===== config.mk =====
export PLATFORM = sky130hd
export DESIGN_NAME = id_hazard_ctrl
export DESIGN_NICKNAME = d
export VERILOG_FILES = /design/src/rtl/id_hazard_ctrl.sv
export SDC_FILE = /design/constraint.sdc
export NUM_CORES = 1
export LEC_CHECK = 0
export BUFFER_PORTS_ARGS = -buffer_cell sky130_fd_sc_hd__buf_4
export CAP_MARGIN = 20
export CORE_UTILIZATION = 29
export DETAILED_ROUTE_END_ITERATION = 8
export MAX_ROUTING_LAYER = met4
export SETUP_SLACK_MARGIN = 0.4
export SLEW_MARGIN = 10
export SYNTH_ARGS = -nofsm -noshare
export SYNTH_HDL_FRONTEND = slang
export SYNTH_SLANG_ARGS = --single-unit

===== constraint.sdc =====
create_clock -name clock -period 4.2 [get_ports clock]
set_input_delay 0.21 -clock clock [delete_from_list [all_inputs] [get_ports clock]]
set_output_delay 0.21 -clock clock [all_outputs]
set_load 0.02 [all_outputs]

===== src/rtl/id_hazard_ctrl.sv =====
// id_hazard_ctrl: ID-stage hazard and bypass controller.
// Generates EX/ME operand bypass selects and the load-use stall. It also
// tracks one in-flight multi-cycle MUL/DIV operation in a scoreboard with a
// fixed latency, so that later instructions only wait when they depend on it.
// Optional feature macro: HZD_PERF_CNT_EN adds stall_cycles and
// md_stall_cycles performance counters.
module id_hazard_ctrl #(
  parameter int XLEN   = 32,
  parameter int NREG   = 32,
  parameter int MD_LAT = 4,
  localparam int AW    = $clog2(NREG),
  localparam int CW    = $clog2(MD_LAT + 1)
) (
  input  logic          clock,
  input  logic          reset_0,
  input  logic          id_valid,
  input  logic          flush,
  input  logic [AW-1:0] rs,
  input  logic [AW-1:0] rt,
  input  logic          use_rs,
  input  logic          use_rt,
  input  logic          id_wreg,
  input  logic [AW-1:0] id_rw,
  input  logic          id_md,
  input  logic          wreg_ex,
  input  logic          m2reg_ex,
  input  logic [AW-1:0] rw_ex,
  input  logic          wreg_me,
  input  logic          m2reg_me,
  input  logic [AW-1:0] rw_me,
  output logic [1:0]    a_select,
  output logic [1:0]    b_select,
  output logic          stall,
  output logic          issue,
  output logic          md_busy,
  output logic [AW-1:0] md_rw,
  output logic          md_wb
`ifdef HZD_PERF_CNT_EN
  ,
  output logic [XLEN-1:0] stall_cycles,
  output logic [XLEN-1:0] md_stall_cycles
`endif
);

  // A MUL/DIV latency below 2 leaves no room for the writeback cycle.
  if (MD_LAT < 2 || XLEN < 1) begin : g_bad_param
    $error("id_hazard_ctrl: MD_LAT must be >= 2 and XLEN >= 1");
  end

  typedef enum logic {
    IDLE = 1'b0,
    BUSY = 1'b1
  } md_state_t;

  md_state_t     state_q, state_d;
  logic [CW-1:0] md_cnt, cnt_d;
  logic [AW-1:0] rw_d;
  logic          id_live;
  logic          md_start;
  logic          load_use;
  logic          md_raw;
  logic          md_waw;
  logic          md_struct;
  logic          md_hazard;

  // Select a bypass source for one operand; EX beats ME and r0 never forwards.
  function automatic logic [1:0] fwd_sel(
    input logic [AW-1:0] src,
    input logic          w_ex,
    input logic          ld_ex,
    input logic [AW-1:0] d_ex,
    input logic          w_me,
    input logic          ld_me,
    input logic [AW-1:0] d_me
  );
    logic [1:0] sel;
    sel = 2'b00;
    if (w_ex && (d_ex == src) && (d_ex != '0) && !ld_ex) begin
      sel = 2'b01;
    end else if (w_me && (d_me == src) && (d_me != '0)) begin
      sel = ld_me ? 2'b11 : 2'b10;
    end
    return sel;
  endfunction

  // Operand bypass selects, purely combinational from the EX/ME destinations.
  always_comb begin
    a_select = fwd_sel(rs, wreg_ex, m2reg_ex, rw_ex, wreg_me, m2reg_me, rw_me);
    b_select = fwd_sel(rt, wreg_ex, m2reg_ex, rw_ex, wreg_me, m2reg_me, rw_me);
  end

  // Hazard terms; a squashed or empty ID slot never stalls.
  always_comb begin
    id_live   = id_valid & ~flush;
    load_use  = wreg_ex & m2reg_ex & (rw_ex != '0) &
                ((use_rs & (rw_ex == rs)) | (use_rt & (rw_ex == rt)));
    md_raw    = md_busy & (md_rw != '0) &
                ((use_rs & (rs == md_rw)) | (use_rt & (rt == md_rw)));
    md_waw    = md_busy & id_wreg & (id_rw == md_rw) & (md_rw != '0);
    md_struct = md_busy & id_md & ~md_wb;
    md_hazard = md_raw | md_waw | md_struct;
    stall     = id_live & (load_use | md_hazard);
    issue     = id_live & ~stall;
    md_start  = issue & id_md;
  end

  // Scoreboard status decoded from the countdown.
  always_comb begin
    md_busy = (md_cnt != '0);
    md_wb   = (md_cnt == CW'(1));
  end

  // Scoreboard next state: load on MUL/DIV issue, count down, reload on the
  // writeback cycle so back-to-back MUL/DIV flows without a gap.
  always_comb begin
    state_d = state_q;
    cnt_d   = md_cnt;
    rw_d    = md_rw;
    unique case (state_q)
      IDLE: begin
        if (md_start) begin
          state_d = BUSY;
          cnt_d   = CW'(MD_LAT);
          rw_d    = id_rw;
        end
      end
      BUSY: begin
        if (md_wb) begin
          if (md_start) begin
            cnt_d = CW'(MD_LAT);
            rw_d  = id_rw;
          end else begin
            state_d = IDLE;
            cnt_d   = '0;
          end
        end else begin
          cnt_d = md_cnt - CW'(1);
        end
      end
    endcase
  end

  // Scoreboard registers; reset drops any in-flight MUL/DIV silently.
  always_ff @(posedge clock) begin
    if (reset_0) begin
      state_q <= IDLE;
      md_cnt  <= '0;
      md_rw   <= '0;
    end else begin
      state_q <= state_d;
      md_cnt  <= cnt_d;
      md_rw   <= rw_d;
    end
  end

`ifdef HZD_PERF_CNT_EN
  // Free-running wrap-around counters of total and MUL/DIV-caused stalls.
  always_ff @(posedge clock) begin
    if (reset_0) begin
      stall_cycles    <= '0;
      md_stall_cycles <= '0;
    end else begin
      if (stall) begin
        stall_cycles <= stall_cycles + XLEN'(1);
      end
      if (id_live && md_hazard) begin
        md_stall_cycles <= md_stall_cycles + XLEN'(1);
      end
    end
  end
`endif

endmodule


---- Word-level counts from Yosys, hierarchy flattened ----
Index checks and enable logic that the tools add are counted.
cells by class
  reductions and logical operators ........ 15
  equality and inequality tests ........... 10
  bitwise gates (word level) .............. 27
  muxes and demuxes ....................... 15
  $add $sub $neg .......................... 1
operators with widths
  operator                                                               number
  5-bit equality test                                                    7
  1-bit AND                                                              18
  5-bit nonzero test                                                     3
  1-bit logical AND                                                      10
  5-bit 2-to-1 mux                                                       2
  5-bit case mux with 2 select lines                                     1
  3-bit 2-to-1 mux                                                       3
  2-bit 2-to-1 mux                                                       4
  3-bit case mux with 2 select lines                                     1
  1-bit bitwise OR                                                       5
  2-bit inequality test, second input constant                           2
  1-bit inverter                                                         4
  3-bit by 1-bit equality test with 1-bit output, second input constant  1
  1-bit 2-to-1 mux                                                       3
  3-bit nonzero test                                                     1
  3-bit by 1-bit subtractor with 3-bit output, second input constant     1
  1-bit case mux with 2 select lines                                     1
  1-bit logical NOT                                                      1
storage, ports and cells
  input port bits ......................... 37
  word-level logic and storage cells ...... 71
  output and inout port bits .............. 13
  register bits ........................... 9

---- Logic depth before layout (Yosys ltp) ----
Gate-level depths: netlist (run 1).
  depth after elaboration ................. 14
  gate-level depth with buffers ........... 8
  mapped depth without buffers ............ 8

---- Worst setup path before layout (run 1) ----
No wires, ideal clock.
  path type ............................... reg-to-reg
  start ................................... register md_rw[3]
  end ..................................... register md_rw[0]
  path slack .............................. 2020 ps
  cell stages (with the launch flop) ...... 7
  library setup time ...................... 72 ps
  clock period less this slack ............ 2180 ps
  required time ........................... 4128 ps
  buffers on the path ..................... 0
  data arrival time ....................... 2109 ps
  cells stage by stage .................... dfxtp_1 > or4_1 > o21a_1 > and4_4 > a221oi_4 > nor3b_4 > mux2i_1
between the ends
  word-level cells in the longest chain between the ends .. 14
  elaborated cells on any way between the ends .. 21
  classes of those cells .................. 3 x eq/ne; 3 x mux; 14 x bitwise; 1 x reduce/logical
ends and longest elaborated chain
  what                                    line  source
  from (decl)                             36    output logic [AW-1:0] md_rw,
  from (signal assigned)                  152   md_rw <= rw_d;
  5-bit equality test                     98    ((use_rs & (rs == md_rw)) | (use_rt & (rt == md_rw)));
  1-bit AND                               98
  1-bit bitwise OR                        98
  1-bit AND                               97    md_raw = md_busy & (md_rw != '0) &
  1-bit bitwise OR (*) (2 in a row)       101   md_hazard = md_raw | md_waw | md_struct;
  1-bit bitwise OR (*)                    102   stall = id_live & (load_use | md_hazard);
  1-bit AND (*)                           102
  1-bit inverter (*)                      103   issue = id_live & ~stall;
  1-bit AND (*)                           103
  1-bit AND (*)                           104   md_start = issue & id_md;
  5-bit 2-to-1 mux (*)                    --
  5-bit 2-to-1 mux                        --
  5-bit case mux with 2 select lines (*)  --
Mark *: on every way between the ends. The rest lies on a longest branch, timed or not. The select of a mux whose other input is x is not followed.
A chain may end at the register's enable or synchronous reset.

---- Worst setup path in the final report (run 1) ----
  start ................................... register md_rw[3]
  end ..................................... output port issue
between the ends
  word-level cells in the longest chain between the ends .. 10
  elaborated cells on any way between the ends .. 17
  classes of those cells .................. 3 x eq/ne; 13 x bitwise; 1 x reduce/logical
ends and longest elaborated chain
  what                               line  source
  5-bit equality test                98
  1-bit AND                          98
  1-bit bitwise OR                   98
  1-bit AND                          97
  1-bit bitwise OR (*) (2 in a row)  101
  1-bit bitwise OR (*)               102
  1-bit AND (*)                      102
  1-bit inverter (*)                 103
  1-bit AND (*)                      103
  to (decl)                          34    output logic issue,
Mark *: on every way between the ends. The rest lies on a longest branch, timed or not.

==> run summary, run 1 <==
First-pass iteration count of the detailed router: 4
WP buf/inv: 1
Largest family of logic cells by synthesized area: XOR/XNOR gates
Die width: 61.4 µm
Htree depth: 1
Final nets: 214
Number of synthesized flops with an enable pin: 0
IO Port Bufs: 49
Clock latency on the worst-skew pair: 260 ps
Max_slew headroom: 59.9%
Syn Area/Cell: 8.46 µm²
Slowest stage cell, crit path: or4_1
Share of cells above drive strength 1: 32.9%
DRC: 0
Crit. Startpoint: md_rw[3]
Sequential area share after synthesis: 17.6%
CTS clk-pin slew, worst paths: 60 ps
Final setup fails: 0
WP depth: 6
Vias: 1,040
Core Util, Final: 43.8%
Ys async rst share: 0%
Largest cells by area after synthesis: dfxtp_1 (18%), xor2_1 (15%), xnor2_1 (15%)
Fin crit share: 56.8%
Total GRT Usage: 14.6%
Syn. warnings: 0
Adder-Cell Fraction of Synth Area: 3.67%
Sink Count: 9
Vert. Die Dim: 61.4 µm
Post-CTS setup buffers: 0
CP arrival: 2180 ps
Highest achievable clock rate: 0.419 GHz
Final Max Slew Viols: 0
Reg area: 180 µm²
Worst-path fanout max: 6
Filler instances: 360
Yosys reg bits: 9
CTS Root Cell: clkbuf_4
Clock buffer depth: 2
Setup slack, reg-to-reg: 1900 ps
Die area: 3770 µm²
DP HPWL: 2320 µm
Hold Buf Count CTS: 0
Sum Neg Setup Slack: 0 ps
TritonCTS clock tree: yes
Pwr/cell area: 198 nW/µm²
Wire length per cell: 12.7 µm
Crit path capture type: output port
Initial antenna violation count: 0
Area growth from synthesis to layout: 43.8%
RSZ-0062 raised after global routing: no
Crit-path cells: or4_1 > o21a_1 > and4_4 > a221oi_4 > and3_2 > buf_4
Congestion Overflow GR: 0
Post-synth top area share: 17.6%
Global-route wire length before repair: 4000 µm
Synth cell types: 36
Crit path time final: 2390 ps
Post-synthesis compound-gate area fraction: 13.3%
Mapped cell area: 1020 µm²
Post-synthesis simple-gate area fraction: 28.4%
Post-synth top cells: xor2_1 (18), xnor2_1 (17), nand2b_1 (10)
Max_cap viols: 0
Initial core utilization: 30.4%
Crit path to: issue
CP peak stage delay: 550 ps
Post-Syn Instances: 121
Row Count: 21
Critical path data required time: 3990 ps
Area of the multi-input gates: 821 µm²
Ys flop type: dfxtp_1
Largest net degree at the start of global routing: 17
Worst Reg-to-Reg Cells: 6
Diodes inserted: 0
Cell taking the most area after synthesis: dfxtp_1
Max VDD drop: 162 µV
Min-Delay Path Class: input pin to flip-flop
Net Count, Synth: 161
Status: complete, no violations
R2r startpoint: md_rw[3]
TritonCTS Buffers: 3
Final wirelength: 2770 µm
Area share of xor/xnor cells in the synthesized design: 30.0%
Resized Gates After CTS: 0
Final Skew: 0.834 ps
DR vias/cell: 4.75
CP delay by family, top: simple AND/OR/NAND/NOR gates
Startpoint types: flip-flop
Lkg Pwr: 0.631 nW
Endpoints failing hold: 0
ANT nets after route: 0
Routability cong.: 0.850
Cell with the most instances after synthesis: xor2_1
Initial DRC count: 33
Worst slew pin tran: 597 ps
I/O pin count: 50
Vias in the first global route: 929
Reg2reg end: md_rw[4]
Core area: 3360 µm²
Crit Path Category: flip-flop to output port
Post-synthesis mux area share: 4.89%
## cell type report
type / count / area share, %
Multi-Input combinational cell: 106 / 55.8
Timing Repair Buffer: 49 / 25.0
Sequential cell: 9 / 12.2
Tap cell: 46 / 3.91
Clock buffer: 4 / 1.79
Inverter: 5 / 1.28
## sequential cells by signal, indices dropped and copies added (netlist names)
register,count
state_q,1
md_rw,5
md_cnt,3
## how the worst min path moves through the flow
stage | start | end | slack [ps] | cells past startpoint
after floorplan | id_rw[3] | md_rw[3] | 360 | 2
after global placement | reset_0 | state_q | 480 | 2
after detailed placement | reset_0 | state_q | 480 | 2
after CTS | reset_0 | state_q | 200 | 2
after global routing | reset_0 | state_q | 220 | 2
final | reset_0 | state_q | 210 | 2
## layer usage
layer | track usage, % | part of all wire [%] | wire length [µm] | vias up
met3 | 2.10 | 8.3 | 230 | 2
met2 | 24.5 | 44 | 1220 | 43
li1 | - | - | - | 533
met5 | - | 0 | 0 | -
met4 | 3.17 | 0.22 | 6 | 0
met1 | 18.7 | 47 | 1310 | 462
## power by group
group | total (mW) | internal, mW | switching (mW) | leakage, nW
Combinational | 0.126 | 0.0665 | 0.0596 | 0.543
Sequential | 0.0973 | 0.0903 | 0.00698 | 0.0733
Clock | 0.0674 | 0.0366 | 0.0308 | 0.0150
Total | 0.291 | 0.193 | 0.0973 | 0.631
## kinds of logic after synthesis
family                   count (synthesis)
AND/OR/NAND/NOR                         46
XOR/XNOR                                35
AO/OA/AOI/OAI                           17
flip-flops                               9
buffers and inverters                    6
multiplexers                             5
adder cells (fa/ha/maj)                  3
## cell usage in the layout, fill, tap and decap left out, types with 2 or more instances in the layout
cell type  count
ha_1           3
a21o_1         3
nor4_1         3
a21oi_1        2
inv_1          5
nor2_1         3
xor2_1        18
nand4_1        2
o21ai_0        3
nand3_1        5
mux2i_1        5
nand2_1        4
nor2b_1        3
nor3_1         5
or4_1          3
clkbuf_4       3
xnor2_1       17
dfxtp_1        9
buf_4         49
nand2b_1      10
## metrics by stage
stage	hold slack, ps	worst slack (ps)	instance area [µm²]	cells	power (mW)
2_1_floorplan	365	2020	1020	121	0.166
6_report	208	1810	1470	219	0.291
4_1_cts	198	1790	1470	219	0.296
3_3_place_gp	477	1980	1450	215	0.223
3_5_place_dp	477	1900	1450	215	0.226
5_1_grt	216	1690	1470	219	0.314
Note: power is estimated with default switching activity, not from simulation.
==> inputs of run 2 (changes only) <==
--- a/config.mk
+++ b/config.mk
@@ -5,6 +5,7 @@
 export SDC_FILE = /design/constraint.sdc
 export NUM_CORES = 1
 export LEC_CHECK = 0
+export ABC_AREA = 1
 export BUFFER_PORTS_ARGS = -buffer_cell sky130_fd_sc_hd__buf_4
 export CAP_MARGIN = 20
 export CORE_UTILIZATION = 29
==> constraint.sdc (replaced) <==
create_clock -name clock -period 1.9 [get_ports clock]
set_input_delay 0.095 -clock clock [delete_from_list [all_inputs] [get_ports clock]]
set_output_delay 0.095 -clock clock [all_outputs]
set_load 0.02 [all_outputs]
==> run 2 against run 1 <==
  * Core utilization grew 1.4 points
  * Synthesized cell count is 85% higher
  * Sequential share of layout area shrank 1.2 points
  * Critical path type is now flip-flop to flip-flop
==> run summary, run 2 <==
Status: complete, no violations
Syn. warnings: 0
CTS Root Cell: clkbuf_8
Number of synthesized flops with an enable pin: 0
Htree depth: 1
Filler instances: 422
Clock latency on the worst-skew pair: 250 ps
CP arrival: 1810 ps
Net Count, Synth: 264
DRC: 0
Startpoint types: flip-flop
Regs by FF count: md_rw: 5 flops, md_cnt: 3 flops, state_q: 1 flops
I/O pin count: 50
Yosys reg bits: 9
Crit Path Category: flip-flop to flip-flop
IO Port Bufs: 49
Ys async rst share: 0%
Max_slew headroom: 79.0%
Largest net degree at the start of global routing: 9
Routability cong.: 0.808
Met2 wire length: 1740 µm
Ys flop type: dfxtp_1
Lkg Pwr: 1.04 nW
Endpoints failing hold: 0
Crit-path cells: inv_4 > nand2_2 > nand2_2 > nor2_1 > nand3_1 > nand3_2 > a21oi_4 > nand2_4 > nor2_8 > buf_12 > nand3_4 > nand2_1 > inv_1 > nor2_1
ANT nets after route: 0
Highest achievable clock rate: 0.614 GHz
CTS clk-pin slew, worst paths: 50 ps
Clk network pwr share: 28.2%
Cell taking the most area after synthesis: nand2_1
TritonCTS Buffers: 3
Core area: 4000 µm²
Flip-flop count of the largest register after layout: 5
Sink Count: 9
Final wirelength: 3940 µm
Congestion Overflow GR: 0
Total GRT Usage: 18.3%
Largest cells by area after synthesis: nand2_1 (26%), dfxtp_1 (15%), inv_1 (13%)
Detail Route met3 WL: 340 µm
Post-synth top cells: nand2_1 (83), inv_1 (42), nor2_1 (23)
RSZ-0062 raised after global routing: yes
Min-Delay Path Class: input pin to flip-flop
CP peak stage delay: 360 ps
Largest register by flop count: md_rw
Die area: 4400 µm²
Worst-path fanout max: 5
Worst hold slack: 38.7 ps
Sum Neg Setup Slack: 0 ps
Die width: 66.4 µm
Most common cell after layout, fill and taps aside: nand2_1
Crit path capture type: flip-flop
TritonCTS clock tree: yes
Initial core utilization: 30.0%
Final Max Slew Viols: 0
WP buf/inv: 3
CP delay by family, top: simple AND/OR/NAND/NOR gates
M1 wire length: 1770 µm
Vias in the first global route: 1,351
Synth cell types: 24
Post-synth top area share: 25.9%
Combinational share of power: 46.0%
Mapped cell area: 1200 µm²
Max_cap viols: 0
Seq pwr share: 25.8%
Max VDD drop: 334 µV
Most frequent cells in the layout: nand2_1 (74), buf_4 (51), inv_1 (39)
DP HPWL: 3160 µm
Cell with the most instances after synthesis: nand2_1
Vert. Die Dim: 66.4 µm
Initial antenna violation count: 0
Pint: 0.523 mW
Pwr/cell area: 469 nW/µm²
Critical path data required time: 2080 ps
Crit path time final: 1630 ps
Final setup fails: 0
Dpl cells: 322
Worst slew pin tran: 314 ps
Share of cells above drive strength 1: 33.1%
Final std cells w/o fill: 331
First-pass iteration count of the detailed router: 4
Area growth from synthesis to layout: 50.4%
Diodes inserted: 0
Global-route wire length before repair: 5970 µm
Final nets: 322
Fin crit share: 85.7%
Final Skew: 3.71 ps
Net Switching: 0.324 mW
Max Used Layer: met4
Clock buffer depth: 2
DR vias/cell: 4.74
Wire length per cell: 11.9 µm
Sequential area share after synthesis: 15.0%
Initial DRC count: 104
Sw Ratio: 38.3%
Vias: 1,568
Slowest stage cell, crit path: dfxtp_4
Post-Syn Instances: 224
Syn Area/Cell: 5.36 µm²
Row Count: 23
[run 2: worst reg2reg max path: cells and delay by family, from the launching register on]
kind            cells  cell delay (ps)
compound gates      1              160
flops               1              360
simple gates       10              810
buf+inv             3              240
[run 2: power by group through the flow]
stage,Sequential [mW],Clock [mW],Combinational (mW)
after global placement,0.222,0,0.362
after detailed placement,0.223,0,0.361
after CTS,0.219,0.243,0.381
after floorplan,0.227,0,0.211
after global routing,0.221,0.255,0.426
final,0.219,0.239,0.389
[run 2: final timing paths]
path | start | endpoint | slack [ps] | cells after the start
worst min register to register | md_cnt[0] | md_cnt[0] | 460 | 1
worst min-delay path | reset_0 | md_cnt[2] | 40 | 2
worst max-delay path | md_rw[3] | md_rw[1] | 270 | 14
worst max register to register | md_rw[3] | md_rw[1] | 270 | 14
[run 2: per-layer routing]
layer	GRT usage, %	vias up
met5	-	-
met4	8.78	0
met3	3.10	9
met2	28.6	56
met1	22.8	685
li1	-	818
[run 2: cell families (layout without fill, tap and decap cells)]
family                     Yosys count  after routing  synth area share [%]
and+or+nand+nor                    135            135                  50.6
buffers and inverters               50            107                  15.7
DFF                                  9              9                  15.0
adders and majority gates            3              3                  3.13
xor gates and xnor gates             6              6                  4.38
AOI/OAI and AO/OA                   21             21                  11.1
[run 2: through the flow]
stage	utilization (%)	setup WS [ps]	power, mW	cell area [µm²]
after floorplan	-	396	0.438	1250
after global placement	41.9	319	0.584	1680
after detailed placement	41.9	303	0.584	1680
after CTS	44.5	287	0.844	1780
after global routing	45.2	141	0.902	1810
final	45.2	271	0.847	1810
[run 2: timing repair]
item	CTS	global route
setup buffers	4	1
gates resized for setup	6	8
endpoints found under the hold margin	0	0
hold buffers	0	0
endpoints found under the setup margin	8	11
pin swaps	13	4
[run 2: cell type report]
class	count	area (µm²)	share of cell area (%)
Tap cell	50	62.6	3.46
Timing Repair Buffer	54	425	23.5
Multi-Input combinational cell	165	877	48.5
Clock buffer	4	45.0	2.49
Sequential cell	9	200	11.1
Inverter	49	196	10.9
